--- config.mk ---
export PLATFORM = sky130hd
export DESIGN_NAME = cordic_req_scheduler_flat
export DESIGN_NICKNAME = d
export VERILOG_FILES = /design/src/rtl/cordic_req_scheduler_pkg.sv /design/src/rtl/cordic_req_scheduler_if.sv /design/src/rtl/cordic_tag_fifo.sv /design/src/rtl/cordic_req_scheduler.sv /design/src/flat_wrapper.sv
export SDC_FILE = /design/constraint.sdc
export NUM_CORES = 1
export LEC_CHECK = 0
export BUFFER_PORTS_ARGS = -buffer_cell sky130_fd_sc_hd__buf_2
export CAP_MARGIN = 15
export CORE_MARGIN = 5
export CORE_UTILIZATION = 50
export CTS_BUF_LIST = sky130_fd_sc_hd__clkbuf_8
export DETAILED_ROUTE_END_ITERATION = 8
export PLACE_DENSITY_LB_ADDON = 0.15
export SLEW_MARGIN = 20
export SYNTH_ARGS = -nofsm -noshare
export SYNTH_HDL_FRONTEND = slang
export SYNTH_SLANG_ARGS = --single-unit
--- constraint.sdc ---
create_clock -name i_clk -period 6.7 [get_ports i_clk]
set_input_delay 1.34 -clock i_clk [delete_from_list [all_inputs] [get_ports i_clk]]
set_output_delay 1.34 -clock i_clk [all_outputs]
set_load 0.01 [all_outputs]
--- src/rtl/cordic_req_scheduler_pkg.sv ---
`default_nettype none
// ============================================================================
//  Module   : cordic_req_scheduler_pkg
//  Purpose  : Angle-format constants, engine seeds and small helpers shared
//             by the CORDIC request scheduler and its tag FIFO.
//  Revision : 1.0  initial release
// ============================================================================
package cordic_req_scheduler_pkg;

  // Angle format: signed, 12 fractional bits.
  localparam int c_DATA_WIDTH = 18;
  localparam int c_FRAC_BITS  = 12;

  localparam logic [17:0] c_PI_2   = 18'h01922;
  localparam logic [17:0] c_PI     = 18'h03244;
  localparam logic [17:0] c_3PI_2  = 18'h04B66;
  localparam logic [17:0] c_TWO_PI = 18'h06488;

  // Engine seeds: gain-compensated x start value and atan(2^0).
  localparam logic [17:0] c_X_INIT = 18'h009B7;
  localparam logic [17:0] c_ATAN0  = 18'h00C91;

  // Credit counter update selected each cycle.
  typedef enum logic [1:0] {
    CRED_HOLD = 2'd0,
    CRED_INC  = 2'd1,
    CRED_DEC  = 2'd2
  } cred_op_e;

  // (base + off) modulo n, valid for base < n and off <= n.
  function automatic int f_wrap(input int base, input int off, input int n);
    int s;
    s = base + off;
    if (s >= n) s = s - n;
    return s;
  endfunction

endpackage
`default_nettype wire

--- src/rtl/cordic_req_scheduler_if.sv ---
`default_nettype none
// ============================================================================
//  Module   : cordic_req_scheduler_if
//  Purpose  : Requester, engine and response signals of the CORDIC request
//             scheduler. The scheduler uses the slave view; the client side
//             (requesters plus engine) uses the master view.
//  Revision : 1.0  initial release
// ============================================================================
interface cordic_req_scheduler_if
  import cordic_req_scheduler_pkg::*;
#(
  parameter int DATA_WIDTH = c_DATA_WIDTH,
  parameter int N_REQ      = 4
);
  localparam int c_ID_W = $clog2(N_REQ);

  // Requester side
  logic [N_REQ-1:0]            i_req_valid;
  logic [N_REQ*DATA_WIDTH-1:0] i_req_alpha;
  logic [N_REQ-1:0]            o_req_ready;

  // Engine side
  logic [DATA_WIDTH-1:0]       o_eng_x;
  logic [DATA_WIDTH-1:0]       o_eng_y;
  logic [DATA_WIDTH-1:0]       o_eng_alpha;
  logic [DATA_WIDTH-1:0]       o_eng_atan0;
  logic                        o_eng_valid;
  logic [DATA_WIDTH-1:0]       i_eng_cos;
  logic [DATA_WIDTH-1:0]       i_eng_sin;
  logic                        i_eng_valid;

  // Response and status
  logic                        o_rsp_valid;
  logic [c_ID_W-1:0]           o_rsp_id;
  logic [DATA_WIDTH-1:0]       o_rsp_cos;
  logic [DATA_WIDTH-1:0]       o_rsp_sin;
  logic                        o_busy;
  logic                        o_orphan;

  modport slave (
    input  i_req_valid, i_req_alpha, i_eng_cos, i_eng_sin, i_eng_valid,
    output o_req_ready, o_eng_x, o_eng_y, o_eng_alpha, o_eng_atan0, o_eng_valid,
    output o_rsp_valid, o_rsp_id, o_rsp_cos, o_rsp_sin, o_busy, o_orphan
  );

  modport master (
    output i_req_valid, i_req_alpha, i_eng_cos, i_eng_sin, i_eng_valid,
    input  o_req_ready, o_eng_x, o_eng_y, o_eng_alpha, o_eng_atan0, o_eng_valid,
    input  o_rsp_valid, o_rsp_id, o_rsp_cos, o_rsp_sin, o_busy, o_orphan
  );

endinterface
`default_nettype wire

--- src/rtl/cordic_tag_fifo.sv ---
`default_nettype none
// ============================================================================
//  Module   : cordic_tag_fifo
//  Purpose  : Synchronous FIFO holding requester ids of ops in flight.
//             Full/empty are registered; a push is refused while full and a
//             pop is refused while empty, judged on the registered flags.
//  Revision : 1.0  initial release
// ============================================================================
module cordic_tag_fifo #(
  parameter int DEPTH = 32,
  parameter int WIDTH = 2
) (
  input  wire              i_clk,
  input  wire              i_rst,
  input  wire              i_push,
  input  wire [WIDTH-1:0]  i_din,
  input  wire              i_pop,
  output logic [WIDTH-1:0] o_dout,
  output logic             o_full,
  output logic             o_empty
);

  localparam int c_PTR_W = (DEPTH > 1) ? $clog2(DEPTH) : 1;
  localparam int c_CNT_W = $clog2(DEPTH + 1);

  logic [WIDTH-1:0]   r_mem [DEPTH];
  logic [c_PTR_W-1:0] r_wr_ptr;
  logic [c_PTR_W-1:0] r_rd_ptr;
  logic [c_CNT_W-1:0] r_count;
  logic [c_CNT_W-1:0] w_count_nxt;
  logic               r_full;
  logic               r_empty;
  logic               w_do_push;
  logic               w_do_pop;

  // Pointers wrap explicitly so DEPTH need not be a power of two.
  function automatic logic [c_PTR_W-1:0] f_ptr_inc(input logic [c_PTR_W-1:0] p);
    return (p == c_PTR_W'(DEPTH - 1)) ? '0 : p + c_PTR_W'(1);
  endfunction

  assign w_do_push = i_push && !r_full;
  assign w_do_pop  = i_pop  && !r_empty;

  // Occupancy after this cycle's accepted push/pop.
  always_comb begin
    w_count_nxt = r_count;
    case ({w_do_push, w_do_pop})
      2'b10:   w_count_nxt = r_count + c_CNT_W'(1);
      2'b01:   w_count_nxt = r_count - c_CNT_W'(1);
      default: w_count_nxt = r_count;
    endcase
  end

  // Pointer, occupancy and flag registers.
  always_ff @(posedge i_clk or posedge i_rst) begin
    if (i_rst) begin
      r_wr_ptr <= '0;
      r_rd_ptr <= '0;
      r_count  <= '0;
      r_full   <= 1'b0;
      r_empty  <= 1'b1;
    end else begin
      if (w_do_push) r_wr_ptr <= f_ptr_inc(r_wr_ptr);
      if (w_do_pop)  r_rd_ptr <= f_ptr_inc(r_rd_ptr);
      r_count <= w_count_nxt;
      r_full  <= (w_count_nxt == c_CNT_W'(DEPTH));
      r_empty <= (w_count_nxt == '0);
    end
  end

  // Storage needs no reset: entries are only read after being written.
  always_ff @(posedge i_clk) begin
    if (w_do_push) r_mem[r_wr_ptr] <= i_din;
  end

  assign o_dout  = r_mem[r_rd_ptr];
  assign o_full  = r_full;
  assign o_empty = r_empty;

endmodule
`default_nettype wire

--- src/rtl/cordic_req_scheduler.sv ---
`default_nettype none
// ============================================================================
//  Module   : cordic_req_scheduler
//  Purpose  : Shares one pipelined CORDIC sin/cos engine among N_REQ
//             requesters: round-robin grant, range reduction into
//             [0, 2*pi), credit-limited issue and in-order tagged returns.
//  Revision : 1.0  initial release
// ============================================================================
module cordic_req_scheduler
  import cordic_req_scheduler_pkg::*;
#(
  parameter int                    DATA_WIDTH   = c_DATA_WIDTH,
  parameter int                    N_REQ        = 4,
  parameter int                    MAX_INFLIGHT = 32,
  parameter logic [DATA_WIDTH-1:0] X_INIT       = c_X_INIT,
  parameter logic [DATA_WIDTH-1:0] ATAN0        = c_ATAN0,
  parameter logic [DATA_WIDTH-1:0] TWO_PI       = c_TWO_PI
) (
  input wire                    i_clk,
  input wire                    i_rst,
  cordic_req_scheduler_if.slave bus
);

  localparam int c_ID_W   = $clog2(N_REQ);
  localparam int c_CRED_W = $clog2(MAX_INFLIGHT + 1);

  // Arbitration
  logic [DATA_WIDTH-1:0] w_alpha_arr [N_REQ];
  logic [c_ID_W-1:0]     r_rr_ptr;
  logic [c_ID_W-1:0]     w_scan;
  logic [c_ID_W-1:0]     w_grant_id;
  logic                  w_grant_any;
  logic                  w_can_grant;
  logic                  w_accept;
  logic [N_REQ-1:0]      w_ready;
  logic [c_CRED_W:0]     w_committed;

  // Reduction and issue
  logic [DATA_WIDTH:0]   w_a_ext;
  logic [DATA_WIDTH:0]   w_two_pi_ext;
  logic [DATA_WIDTH:0]   w_red_ext;
  logic                  r_issue_valid;
  logic [DATA_WIDTH-1:0] r_issue_alpha;
  logic [c_ID_W-1:0]     r_issue_id;

  // Credits, tags and responses
  logic [c_CRED_W-1:0]   r_credits;
  cred_op_e              w_cred_op;
  logic [c_ID_W-1:0]     w_tag_head;
  logic                  w_fifo_full;
  logic                  w_fifo_empty;
  logic                  w_ret;
  logic                  w_orphan_evt;
  logic                  r_rsp_valid;
  logic [c_ID_W-1:0]     r_rsp_id;
  logic [DATA_WIDTH-1:0] r_rsp_cos;
  logic [DATA_WIDTH-1:0] r_rsp_sin;
  logic                  r_orphan;

  generate
    for (genvar gi = 0; gi < N_REQ; gi++) begin : g_unpack
      assign w_alpha_arr[gi] = bus.i_req_alpha[gi*DATA_WIDTH +: DATA_WIDTH];
    end
  endgenerate

  // The op accepted last cycle is not yet in r_credits, so it is counted
  // here to keep the credit limit exact under back-to-back grants.
  assign w_committed = {1'b0, r_credits} + {{c_CRED_W{1'b0}}, r_issue_valid};
  assign w_can_grant = (w_committed < (c_CRED_W+1)'(MAX_INFLIGHT)) && !w_fifo_full;

  // Round-robin search from r_rr_ptr; scanning downwards lets the nearest
  // valid requester overwrite farther ones.
  always_comb begin
    w_grant_any = 1'b0;
    w_grant_id  = '0;
    w_scan      = '0;
    for (int k = N_REQ - 1; k >= 0; k--) begin
      w_scan = c_ID_W'(f_wrap(int'(r_rr_ptr), k, N_REQ));
      if (bus.i_req_valid[w_scan]) begin
        w_grant_any = 1'b1;
        w_grant_id  = w_scan;
      end
    end
  end

  assign w_accept = w_grant_any && w_can_grant;

  // One-hot ready for the granted requester only.
  always_comb begin
    w_ready = '0;
    if (w_accept) w_ready[w_grant_id] = 1'b1;
  end

  // Single-step range reduction in DATA_WIDTH+1 bits.
  always_comb begin
    w_a_ext      = {w_alpha_arr[w_grant_id][DATA_WIDTH-1], w_alpha_arr[w_grant_id]};
    w_two_pi_ext = {1'b0, TWO_PI};
    w_red_ext    = w_a_ext;
    if (w_a_ext[DATA_WIDTH])
      w_red_ext = w_a_ext + w_two_pi_ext;
    else if (w_a_ext >= w_two_pi_ext)
      w_red_ext = w_a_ext - w_two_pi_ext;
  end

  // Round-robin pointer moves to the requester after the last grant.
  always_ff @(posedge i_clk or posedge i_rst) begin
    if (i_rst)         r_rr_ptr <= '0;
    else if (w_accept) r_rr_ptr <= c_ID_W'(f_wrap(int'(w_grant_id), 1, N_REQ));
  end

  // Issue register: engine strobe one cycle after the handshake.
  always_ff @(posedge i_clk or posedge i_rst) begin
    if (i_rst) begin
      r_issue_valid <= 1'b0;
      r_issue_alpha <= '0;
      r_issue_id    <= '0;
    end else begin
      r_issue_valid <= w_accept;
      if (w_accept) begin
        r_issue_alpha <= w_red_ext[DATA_WIDTH-1:0];
        r_issue_id    <= w_grant_id;
      end
    end
  end

  cordic_tag_fifo #(
    .DEPTH (MAX_INFLIGHT),
    .WIDTH (c_ID_W)
  ) u_tag_fifo (
    .i_clk   (i_clk),
    .i_rst   (i_rst),
    .i_push  (r_issue_valid),
    .i_din   (r_issue_id),
    .i_pop   (w_ret),
    .o_dout  (w_tag_head),
    .o_full  (w_fifo_full),
    .o_empty (w_fifo_empty)
  );

  // A return with no tag (e.g. draining after a reset) is an orphan.
  assign w_ret        = bus.i_eng_valid && !w_fifo_empty;
  assign w_orphan_evt = bus.i_eng_valid &&  w_fifo_empty;

  // Credit update: issue adds, tagged return removes, both cancel.
  always_comb begin
    w_cred_op = CRED_HOLD;
    if (r_issue_valid && !w_ret)      w_cred_op = CRED_INC;
    else if (!r_issue_valid && w_ret) w_cred_op = CRED_DEC;
  end

  // Credit counter register.
  always_ff @(posedge i_clk or posedge i_rst) begin
    if (i_rst) begin
      r_credits <= '0;
    end else begin
      case (w_cred_op)
        CRED_INC: r_credits <= r_credits + c_CRED_W'(1);
        CRED_DEC: r_credits <= r_credits - c_CRED_W'(1);
        default:  r_credits <= r_credits;
      endcase
    end
  end

  // Response register and sticky orphan flag.
  always_ff @(posedge i_clk or posedge i_rst) begin
    if (i_rst) begin
      r_rsp_valid <= 1'b0;
      r_rsp_id    <= '0;
      r_rsp_cos   <= '0;
      r_rsp_sin   <= '0;
      r_orphan    <= 1'b0;
    end else begin
      r_rsp_valid <= w_ret;
      if (w_ret) begin
        r_rsp_id  <= w_tag_head;
        r_rsp_cos <= bus.i_eng_cos;
        r_rsp_sin <= bus.i_eng_sin;
      end
      if (w_orphan_evt) r_orphan <= 1'b1;
    end
  end

  assign bus.o_req_ready = w_ready;
  assign bus.o_eng_x     = X_INIT;
  assign bus.o_eng_y     = '0;
  assign bus.o_eng_alpha = r_issue_alpha;
  assign bus.o_eng_atan0 = ATAN0;
  assign bus.o_eng_valid = r_issue_valid;
  assign bus.o_rsp_valid = r_rsp_valid;
  assign bus.o_rsp_id    = r_rsp_id;
  assign bus.o_rsp_cos   = r_rsp_cos;
  assign bus.o_rsp_sin   = r_rsp_sin;
  assign bus.o_busy      = (r_credits != '0);
  assign bus.o_orphan    = r_orphan;

endmodule
`default_nettype wire
--- src/flat_wrapper.sv ---
// flat-port wrapper written by rule: the top's interface ports become plain ports
module cordic_req_scheduler_flat import cordic_req_scheduler_pkg::*;
#(
  parameter int                    DATA_WIDTH   = c_DATA_WIDTH,
  parameter int                    N_REQ        = 4,
  parameter int                    MAX_INFLIGHT = 32,
  parameter logic [DATA_WIDTH-1:0] X_INIT       = c_X_INIT,
  parameter logic [DATA_WIDTH-1:0] ATAN0        = c_ATAN0,
  parameter logic [DATA_WIDTH-1:0] TWO_PI       = c_TWO_PI
)
  (i_clk, i_rst, bus_i_req_valid, bus_i_req_alpha, bus_i_eng_cos, bus_i_eng_sin, bus_i_eng_valid, bus_o_req_ready, bus_o_eng_x, bus_o_eng_y, bus_o_eng_alpha, bus_o_eng_atan0, bus_o_eng_valid, bus_o_rsp_valid, bus_o_rsp_id, bus_o_rsp_cos, bus_o_rsp_sin, bus_o_busy, bus_o_orphan);
  cordic_req_scheduler_if #(.DATA_WIDTH(DATA_WIDTH), .N_REQ(N_REQ)) bus_i ();
  input wire i_clk;
  input wire i_rst;
  input wire logic [$bits(bus_i.i_req_valid)-1:0] bus_i_req_valid;
  input wire logic [$bits(bus_i.i_req_alpha)-1:0] bus_i_req_alpha;
  input wire logic [$bits(bus_i.i_eng_cos)-1:0] bus_i_eng_cos;
  input wire logic [$bits(bus_i.i_eng_sin)-1:0] bus_i_eng_sin;
  input wire logic [$bits(bus_i.i_eng_valid)-1:0] bus_i_eng_valid;
  output wire logic [$bits(bus_i.o_req_ready)-1:0] bus_o_req_ready;
  output wire logic [$bits(bus_i.o_eng_x)-1:0] bus_o_eng_x;
  output wire logic [$bits(bus_i.o_eng_y)-1:0] bus_o_eng_y;
  output wire logic [$bits(bus_i.o_eng_alpha)-1:0] bus_o_eng_alpha;
  output wire logic [$bits(bus_i.o_eng_atan0)-1:0] bus_o_eng_atan0;
  output wire logic [$bits(bus_i.o_eng_valid)-1:0] bus_o_eng_valid;
  output wire logic [$bits(bus_i.o_rsp_valid)-1:0] bus_o_rsp_valid;
  output wire logic [$bits(bus_i.o_rsp_id)-1:0] bus_o_rsp_id;
  output wire logic [$bits(bus_i.o_rsp_cos)-1:0] bus_o_rsp_cos;
  output wire logic [$bits(bus_i.o_rsp_sin)-1:0] bus_o_rsp_sin;
  output wire logic [$bits(bus_i.o_busy)-1:0] bus_o_busy;
  output wire logic [$bits(bus_i.o_orphan)-1:0] bus_o_orphan;
  assign bus_i.i_req_valid = bus_i_req_valid;
  assign bus_i.i_req_alpha = bus_i_req_alpha;
  assign bus_i.i_eng_cos = bus_i_eng_cos;
  assign bus_i.i_eng_sin = bus_i_eng_sin;
  assign bus_i.i_eng_valid = bus_i_eng_valid;
  assign bus_o_req_ready = bus_i.o_req_ready;
  assign bus_o_eng_x = bus_i.o_eng_x;
  assign bus_o_eng_y = bus_i.o_eng_y;
  assign bus_o_eng_alpha = bus_i.o_eng_alpha;
  assign bus_o_eng_atan0 = bus_i.o_eng_atan0;
  assign bus_o_eng_valid = bus_i.o_eng_valid;
  assign bus_o_rsp_valid = bus_i.o_rsp_valid;
  assign bus_o_rsp_id = bus_i.o_rsp_id;
  assign bus_o_rsp_cos = bus_i.o_rsp_cos;
  assign bus_o_rsp_sin = bus_i.o_rsp_sin;
  assign bus_o_busy = bus_i.o_busy;
  assign bus_o_orphan = bus_i.o_orphan;
  cordic_req_scheduler #(.DATA_WIDTH(DATA_WIDTH), .N_REQ(N_REQ), .MAX_INFLIGHT(MAX_INFLIGHT), .X_INIT(X_INIT), .ATAN0(ATAN0), .TWO_PI(TWO_PI)) u_core (.i_clk(i_clk), .i_rst(i_rst), .bus(bus_i));
endmodule
# Word-level counts from Yosys, hierarchy flattened
# Memory sizes are Yosys's and may differ from the RTL's. A register that Yosys moved wholly into a read port is not among the register bits.
# Cells that the tools add are included.
[word_totals] memories=1 out_inout_bits=118 inputBits=115 rom_bits=0 mem_bits_rw=64 reg_bits=85 latch_bits=0
[classes] add_sub_neg=18 multipliers=0 muxes=37 n_lt_le_gt_ge=14 bitwise=1 n_eq_ne=7 shifts=0 div_mod_pow=0 n_reduce_logical=16
[memory_table] name="u_core.u_tag_fifo.r_mem" depth=32 word_bits=2 read_ports=1 rd_clocked_by_memory_dff=1 write_ports=1 line_no="cordic_tag_fifo.sv:26" rtl="logic [WIDTH-1:0] r_mem [DEPTH];"
[op_table] cell="$mux 18" n=4
[op_table] cell="$bmux 18 s2" n=1
[op_table] cell="$pmux 6 s2" n=2
[op_table] cell="$mux 2" n=11
[op_table] cell="$ge 19x15->1 const B" n=1
[op_table] cell="$add 18x16->18 const B" n=1
[op_table] cell="$sub 18x16->18 const B" n=1
[op_table] cell="$ge 3x3->1 const B" n=5
[op_table] cell="$lt 2x3->1 const B" n=5
[op_table] cell="$add 6x1->6 const B" n=2
[op_table] cell="$sub 6x1->6 const B" n=2
[op_table] cell="$mux 1" n=11
[op_table] cell="$add 5x1->5 const B" n=2
[op_table] cell="$eq 5x5->1 const B" n=2
[op_table] cell="$mux 5" n=2
[op_table] cell="$sub 2x1->2 const B" n=5
[op_table] cell="$logic_and 1x1->1" n=9
[op_table] cell="$bmux 1 s2" n=4
[op_table] cell="$add 6x1->7" n=1
[op_table] cell="$lt 7x6->1 const B" n=1
[op_table] cell="$add 2x1->3 const B" n=2
[op_table] cell="$add 2x2->3 const B" n=2
[op_table] cell="$eq 6x6->1 const B" n=1
[op_table] cell="$logic_not 6->1" n=1
[op_table] cell="10 further kinds" n=15

# Logic depth before layout (Yosys ltp)
# Gate-level depths: netlist of run 1.
[logic_depth] ltp_word=16 mapped_depth=15 ltp_nobuf=13

# Modules after synthesis
# Synthesis of run 1 repeated with hierarchy kept, for this count alone.
[hier_totals] hier_cells=747 hier_area_um2=8496.9
[by_module_without_submodules] mod="cordic_req_scheduler" seq_area_each_um2=1726.7 cells_each=460 instances=1 area_each_um2=4619.4
[by_module_without_submodules] mod="cordic_tag_fifo" seq_area_each_um2=2373.5 cells_each=287 instances=1 area_each_um2=3877.5

# Worst setup path before layout of run 1
# Ideal clock, no wire load.
[synth_path] kind="input to register" startpoint="input bus_i_req_valid[1]" endpoint="register u_core.r_issue_alpha[8] (netlist: u_core.bus.o_eng_alpha[8])" setup_time_ns=0.071 t_arrival_ns=4.263 cell_stages=13 required_ns=6.629 setup_slack_ns=2.366 path_buffers=2 path_cell_list="or2_2 nand3_2 buf_2 buf_2 mux2i_1 mux2_2 ha_1 o211ai_1 and2_1 o31ai_1 nand3_1 a2111o_1 nand4_1"
[synth_via] elab_chain_cells=13 word_cells_on_any_way=26 cone_classes="2 x add/sub; 1 x order compare; 21 x mux; 1 x bitwise; 1 x reduce/logical"
[synth_rtl] element="start: declaration" line_no="flat_wrapper.sv:15" rtl="input wire logic [$bits(bus_i.i_req_valid)-1:0] bus_i_req_valid;"
[synth_rtl] element="$bmux 1 s2" line_no="cordic_req_scheduler.sv:79" rtl="if (bus.i_req_valid[w_scan]) begin"
[synth_rtl] element="$mux 1 (implied by the code)" line_no="cordic_req_scheduler.sv:79"
[synth_rtl] element="$mux 2 (4 in series)" line_no="cordic_req_scheduler.sv:79"
[synth_rtl] element="$not 2->3 (implied by the code)" line_no="cordic_req_scheduler.sv:96" rtl="w_a_ext = {w_alpha_arr[w_grant_id][DATA_WIDTH-1], w_alpha_arr[w_grant_id]};"
[synth_rtl] element="$bmux 18 s2" line_no="cordic_req_scheduler.sv:96"
[synth_rtl] element="$mux 18 (implied by the code) (2 in series)" line_no="cordic_req_scheduler.sv:96"
[synth_rtl] element="$sub 18x16->18 / $ge 19x15->1 (equally long branches)" line_no="cordic_req_scheduler.sv:102, cordic_req_scheduler.sv:101"
[synth_rtl] element="$mux 18" line_no="cordic_req_scheduler.sv:101" rtl="else if (w_a_ext >= w_two_pi_ext)"
[synth_rtl] element="$mux 18" line_no="cordic_req_scheduler.sv:99" rtl="if (w_a_ext[DATA_WIDTH])"
[synth_rtl] element="end signal: assignment" line_no="cordic_req_scheduler.sv:120" rtl="r_issue_alpha <= w_red_ext[DATA_WIDTH-1:0];"
[synth_rtl] element="end: declaration" line_no="cordic_req_scheduler.sv:43" rtl="logic [DATA_WIDTH-1:0] r_issue_alpha;"
# Several ways; a longest one is shown, not always the timed one. The select of a mux whose other input is x is not followed.
# A chain may end at the register's enable or synchronous reset.

# Worst setup path in the final report of run 1
[layout_path] startpoint="input bus_i_req_valid[0]" endpoint="register u_core.r_issue_alpha[12] (netlist: u_core.bus.o_eng_alpha[12])"
# Same word-level chain as after synthesis.

==> results of run 1 <==
## worst paths after layout
kind                                                       to  cells past startpoint                    start  slack, ns
min in group asynchronous                 u_core.r_credits[2]                      2                    i_rst       0.96
worst max-delay path               u_core.bus.o_eng_alpha[12]                     11       bus_i_req_valid[0]       2.21
worst min register to register        u_core.bus.o_rsp_sin[2]                      2  u_core.bus.o_rsp_sin[2]       0.47
max in group asynchronous       u_core.u_tag_fifo.r_rd_ptr[0]                      3                    i_rst       4.66
worst max register to register      u_core.bus.o_eng_alpha[8]                     13       u_core.r_rr_ptr[0]       2.89
worst min-delay path                  u_core.bus.o_rsp_sin[2]                      2  u_core.bus.o_rsp_sin[2]       0.47
## area by class of cell
type	count	area, sq um	area share [%]
Clock buffer	18	247.7	2.585
Timing Repair Buffer	184	935.9	9.764
Sequential cell	151	4101	42.79
Inverter	19	73.82	0.7701
Multi-Input combinational cell	582	3777	39.41
Tap cell	220	275.3	2.872
Clock inverter	12	173.9	1.814
## flip-flops by register name (all words and copies together) (netlist names)
name                        count
u_core.r_credits                6
u_core.bus.o_rsp_sin           18
u_core.bus.o_rsp_id             2
u_core.u_tag_fifo.o_full        1
u_core.u_tag_fifo.r_rd_ptr      5
u_core.u_tag_fifo.r_wr_ptr      5
u_core.bus.o_rsp_cos           18
u_core.r_rr_ptr                 2
u_core.bus.o_orphan             1
u_core.u_tag_fifo.r_count       6
u_core.u_tag_fifo.r_mem        64
u_core.r_issue_id               2
u_core.u_tag_fifo.o_empty       1
u_core.bus.o_eng_alpha         18
u_core.bus.o_eng_valid          1
u_core.bus.o_rsp_valid          1
## routing by layer
| layer | wire length, um | GRT usage [%] |
|---|---|---|
| met1 | 7842 | 25.21 |
| met4 | 170 | 4.634 |
| met5 | 0 | 0 |
| met3 | 1255 | 4.655 |
| met2 | 9229 | 32.09 |
## cells in the final DEF, fill, tap and decap left out, types with 5 or more instances in the layout
master and n:
nand2_1 165, xnor2_1 11, a31oi_1 6, nor2b_1 5, dfrtp_1 85, nor2_1 69
nor3_1 11, or3_1 7, mux4_2 20, ha_1 23, a21o_1 5, edfxtp_1 64
xor2_1 5, inv_1 16, o21ai_1 6, o21ai_0 26, nand4_1 9, and2_1 5
buf_4 6, nand3_1 15, a21oi_1 12, nand3b_1 5, clkbuf_8 18, conb_1 54
buf_2 178, mux2i_1 51, mux2_2 20
## kinds of logic (layout without fill, tap and decap cells)
group,after synthesis,in the layout
and+or+nand+nor,308,308
DFF,151,151
buffers and inverters,110,233
muxes,92,92
AOI/OAI and AO/OA,87,87
adders and majority gates,25,25
xor gates and xnor gates,16,16
other,2,54
## power by group
| part | internal (mW) | switching, mW | leakage, nW | total (mW) |
|---|---|---|---|---|
| Sequential | 1.29 | 0.289 | 1.62 | 1.58 |
| Combinational | 0.883 | 1.15 | 2.62 | 2.04 |
| Clock | 0.412 | 0.327 | 0.216 | 0.739 |
## stage by stage
step	hold WS (ns)	std cells
after floorplan	0.4462	843
after global placement	0.4383	1156
after detailed placement	0.4567	1156
after CTS	0.4767	1186
after global routing	0.4883	1186
final	0.4726	1186
## worst min-delay path: stages (launching register included)
cell     delay, ns
dfrtp_1       0.34
nand2_1       0.05
nand2_1       0.05
==> flow_summary_export.csv, run 1 <==
group,metric,value,unit
critical_path,critPathArrivalTime,4.86,ns
timing,maxClockFrequency,0.2228,GHz
routing,firstDrtPassIters,5,
synthesis,yosysUniqueCellTypes,65,
hold_path,min_path_type,"flip-flop to flip-flop",
synthesis,yosysTopAreaCell,"dfrtp_1",
clock_tree,clk_pin_slew,0.08,ns
floorplanning,start_util,50.58,%
synthesis,synthTopCellsByCount,"165 x nand2_1, 86 x dfrtp_1, 69 x nor2_1, 64 x edfxtp_1, 54 x buf_4",
routing,vias,6108,
clock_tree,clk_latency,0.44,ns
clock_tree,clkSinkCount,151,
timing,finalHoldViolations,0,
synthesis,synthAdderAreaFrac,3.936,%
synthesis,synth_most_common_cell,"nand2_1",
timing,finalSetupTns,0,ns
clock_tree,htreeDepth,4,
critical_path,crit_required,7.08,ns
synthesis,synth_xor_xnor_area_share,1.683,%
synthesis,syn_area,8328,sq um
finish,stdcell_area,9585,sq um
place,dp_hpwl,13910,um
synthesis,synth_edf_count,64,
floorplanning,die_h,139.1,um
clock_tree,ctsRootBufferMaster,"clkbuf_8",
synthesis,yosys.area_share.simple,16.08,%
synthesis,yosysTopAreaCellShare,25.84,%
clock_tree,ctsResizeCount,0,
clock_tree,postCtsSetupBuffers,0,
global_route,grt_overflow,0,
synthesis,synth_ff_type,"dfrtp_1",
finish,antenna_cells,0,
finish,post-route-util,58.21,%
clock_tree,cts_buffers,17,
routing,wl,18500,um
timing,fin_ws,2.213,ns
routing,routed_via_density,5.150,
routing,drc,0,
critical_path,crit_family,"simple AND/OR/NAND/NOR gates",
routing,ant_nets,0,
timing,relSlewSlack,32.91,%
pwr,ir_worst_vdd,0.0002851,V
place,place_area,9163,sq um
finish,drive_gt1_share,27.64,%
synthesis,syn_inst,791,
synthesis,synth-async-reset-ratio,57.62,%
routing,drt_iter0_drc,281,
synthesis,ys_seq_elements,151,
pwr,total_power,4.357,mW
global_route,grt_max_degree,50,
place,globalplace.congestion,0.9017,
critical_path,slowest_stage,"or4_4",
timing,setup_viol,0,
synthesis,synth_top_family_by_area,"simple AND/OR/NAND/NOR gates",
critical_path,crit_buf_inv,2,
critical_path,path_class,"input port to flip-flop",
clock_tree,ctsHoldBuffers,0,
floorplanning,row_count,47,
finish,final.fill_count,1406,
synthesis,synth_compound_area_share,6.806,%
finish,nets,1095,
run,drv_cap,0,
timing,final-max-slew-violation-count,0,
run_status,status,"complete, no violations",
pwr,power.leakage,4.457,nW
synthesis,yosysWarningCount,0,
finish,syn2layout_area_growth,15.10,%
synthesis,synth_area_leaders,"dfrtp_1 26%, edfxtp_1 23%, nand2_1 7.4%",
critical_path,worstSetupStartpointType,"input port",
clock_tree,tritoncts,"yes",
pwr,power.density,454.6,nW/um^2
floorplanning,die_w,139.1,um
floorplanning,dieArea,19340,sq um
place,place_ws,1.775,ns
critical_path,critPathMaxStageDelay,0.56,ns
timing,tightest_slew,1.006,ns
routing,wire_per_inst,15.60,um
global_route,antenna_found_initial,0,
floorplanning,pin_count,233,
place,port_buffers,178,
synthesis,synthMuxAreaShare,14.42,%
synthesis,synth_sequential_area_ratio,49.23,%
global_route,grt.total_usage,19.12,%
timing,fin_skew,0.01532,ns
critical_path,worstPathMaxFanout,30,
critical_path,crit_top_cell,"or4_1",
timing,min_period,4.487,ns
global_route,grt_pass1_vias,6029,
critical_path,crit_chain,"buf_2 -> nor2b_1 -> o21bai_1 -> nand2_1 -> inv_2 -> mux2_2 -> or4_1 -> or4_4 -> and3_4 -> or4_1 -> nand3_1",
global_route,grt_pass1_wl,30350,um
clock_tree,cts_max_path_buffers,2,
floorplanning,core-area,16470,sq um
synthesis,synth_area_per_cell,10.53,sq um
critical_path,endpoint_kind,"flip-flop",
timing,fin_crit_sh,66.98,%
timing,rsz0062_at_grt,"false",
No activity file was read; power rests on OpenSTA's default activity.
==> run 2, diff against run 1 <==
ABC_AREA = 1   (was unset)
clock period = 4.5 ns   (was 6.7 ns; I/O delays follow)
==> run 2 against run 1 <==
Utilization down 0.75 points; hold slack worse by 0.0018 ns; combinational power rose to 2.9 times the previous value; first-iteration DRC count up 81%; sequential share of layout area down 2.7 points; final cell count up 30%; synthesized cell count up 45%; total power up 120%; routed wire length up 22%; sequential cell count unchanged; die area up 6.8%; critical path type is now flip-flop to output port; critical endpoint is now bus_o_req_ready[2]; largest cell class unchanged.
==> flow_summary_export.csv, run 2 <==
group,metric,value,unit
clock_tree,cts_buffers,17,
finish,mostFrequentLayoutCell,"nand2_1",
timing,min_period,3.825,ns
synthesis,ys_seq_elements,151,
synthesis,yosysTopAreaCellShare,24.07,%
finish,syn2layout_area_growth,14.24,%
routing,wl,22520,um
floorplanning,row_count,49,
critical_path,r2r_slack,0.70,ns
finish,final.fill_count,1669,
clock_tree,ctsHoldBuffers,0,
floorplanning,start_util,50.30,%
timing,final-max-slew-violation-count,0,
critical_path,reg2reg_depth,22,
hold_path,holdCritStartpoint,"u_core.bus.o_rsp_cos[0]",
critical_path,worstSetupStartpointType,"flip-flop",
floorplanning,dieArea,20660,sq um
timing,holdWs,0.4708,ns
clock_tree,clkSinkCount,151,
finish,mostFrequentLayoutCells,"359 x nand2_1, 178 x buf_2, 122 x nor2_1",
synthesis,yosysTopAreaCell,"dfrtp_1",
routing,ant_nets,0,
routing,wire_per_inst,14.56,um
global_route,antenna_found_initial,0,
synthesis,synth_most_common_cell,"nand2_1",
clock_tree,clk_pin_slew,0.08,ns
timing,relSlewSlack,31.04,%
pwr,ir_worst_vdd,0.0005242,V
finish,regArea,4100,sq um
synthesis,synth_area_per_cell,7.824,sq um
timing,finalHoldViolations,0,
critical_path,worstPathMaxFanout,31,
timing,fin_skew,0.01157,ns
synthesis,syn_inst,1143,
floorplanning,core-area,17780,sq um
finish,largest_register,"u_core.u_tag_fifo.r_mem",
finish,finalNonFillerCells,1547,
finish,nets,1445,
routing,firstDrtPassIters,5,
synthesis,yosysUniqueCellTypes,45,
place,place_area,9759,sq um
clock_tree,cts_max_path_buffers,2,
critical_path,critPathArrivalTime,2.92,ns
critical_path,endpoint_kind,"output port",
timing,rsz0062_at_grt,"false",
pwr,power.density,917.1,nW/um^2
timing,finalSetupTns,0,ns
routing,drc,0,
timing,tightest_slew,1.034,ns
synthesis,synthTopCellsByCount,"359 x nand2_1, 123 x nor2_1, 100 x nand3_1, 98 x inv_1, 86 x dfrtp_1",
synthesis,synth_edf_count,64,
routing,drt_iter0_drc,509,
clock_tree,ctsResizeCount,0,
place,port_buffers,178,
timing,fin_crit_sh,84.99,%
hold_path,whs_path_depth,2,
synthesis,syn_area,8942,sq um
floorplanning,pin_count,233,
critical_path,rr_endpoint,"u_core.bus.o_eng_alpha[14]",
place,dp.cells,1515,
clock_tree,clk_latency,0.44,ns
clock_tree,postCtsSetupBuffers,0,
clock_tree,htreeDepth,4,
finish,multi_input_area,4023,sq um
finish,drive_gt1_share,18.89,%
synthesis,yosysWarningCount,0,
place,globalplace.congestion,0.9304,
critical_path,r2r_start,"u_core.r_rr_ptr[0]",
global_route,grt_max_degree,50,
timing,maxClockFrequency,0.2615,GHz
clock_tree,ctsRootBufferMaster,"clkbuf_8",
hold_path,min_to,"u_core.bus.o_rsp_cos[0]",
hold_path,min_path_type,"flip-flop to flip-flop",
clock_tree,tritoncts,"yes",
place,dp_hpwl,16790,um
floorplanning,die_w,143.7,um
synthesis,synth-async-reset-ratio,57.62,%
routing,vias,7748,
timing,setup_viol,0,
synthesis,synth_sequential_area_ratio,45.85,%
run,drv_cap,0,
pwr,power.leakage,5.173,nW
global_route,grt_pass1_vias,7477,
routing,routed_via_density,5.008,
finish,antenna_cells,0,
synthesis,synth_ff_type,"dfrtp_1",
finish,stdcell_area,10220,sq um
critical_path,path_class,"flip-flop to output port",
run_status,status,"complete, no violations",
global_route,grt_overflow,0,
critical_path,crit_required,3.60,ns
synthesis,synth_area_leaders,"dfrtp_1 24%, edfxtp_1 21%, nand2_1 15%",
finish,largest_reg_flops,64,
global_route,grt.total_usage,21.79,%
floorplanning,die_h,143.7,um
global_route,grt_pass1_wl,35990,um
run 2: cell count changes in the layout (fill, tap and decap cells not counted), sizes merged, moves of 9 or more:
cell,previous run,this run
mux2,21,0
mux2i,51,0
a21oi,12,21
nand3,16,104
nor2,69,128
mux4,20,0
o21ai,32,64
o22ai,0,11
inv,21,103
nand2,165,372
run 2: area by class of cell:
class	count	share of cell area [%]
Clock buffer	18	2.425
Clock inverter	14	2.045
Inverter	104	3.833
Multi-Input combinational cell	844	39.38
Sequential cell	151	40.13
Tap cell	229	2.805
Timing Repair Buffer	187	9.382
run 2: per-stage QoR:
step / util, % / total power, mW / setup WS (ns)
after CTS: 57.46 / 9.381 / 0.6469
after global placement: 54.89 / 8.140 / 0.5429
after floorplan: - / 6.797 / 1.049
after global routing: 57.46 / 10.32 / 0.2458
final: 57.46 / 9.369 / 0.6753
after detailed placement: 54.89 / 8.189 / 0.4573
run 2: logic make-up (layout without fill, tap and decap cells):
logic type                 after synthesis  count (layout)  share of synthesized area [%]
AOI/OAI and AO/OA                      122             122                          7.836
xor gates and xnor gates                11              11                          1.077
adders and majority gates               25              25                          3.666
buffers and inverters                  200             323                          11.50
DFF                                    151             151                          45.85
other                                    2              54                        0.08398
and+or+nand+nor                        632             632                          29.98
run 2: power by group:
group / leakage (nW) / internal [mW] / switching (mW)
Combinational: 3.31 / 1.89 / 4.05
Sequential: 1.62 / 1.91 / 0.349
Clock: 0.237 / 0.671 / 0.494
Total: 5.17 / 4.47 / 4.90
run 2: routing by layer:
| metal | wire length (um) | vias to the layer above | global-route usage [%] |
|---|---|---|---|
| li1 | - | 3918 | - |
| met1 | 10010 | 3481 | 29.46 |
| met2 | 10370 | 323 | 35.24 |
| met3 | 1801 | 26 | 5.191 |
| met4 | 336 | 0 | 6.244 |
| met5 | 0 | - | 0 |
run 2: worst max-delay path, stage by stage, from the launching register on:
cell and delay (ns):
dfrtp_1 0.65, inv_1 0.19, nand2_1 0.14, nand3_1 0.07, nand2_1 0.08, nand3_2 0.11, nand2_2 0.10, nand2_4 0.17
nand2_4 0.32, inv_2 0.17, ha_1 0.23, inv_1 0.05, nor2_1 0.05, buf_2 0.15
run 2: worst max-delay path by stage:
stage	slack, ns	end	depth (start not counted)	startpoint
2_1_floorplan	1.05	u_core.u_tag_fifo.o_full	18	bus_i_eng_valid
3_3_place_gp	0.54	u_core.bus.o_eng_alpha[14]	21	bus_i_req_valid[1]
3_5_place_dp	0.46	u_core.bus.o_eng_alpha[14]	21	bus_i_req_valid[1]
4_1_cts	0.65	bus_o_req_ready[2]	12	u_core.r_rr_ptr[0]
5_1_grt	0.25	u_core.bus.o_eng_alpha[14]	23	u_core.r_rr_ptr[0]
6_report	0.68	bus_o_req_ready[2]	13	u_core.r_rr_ptr[0]
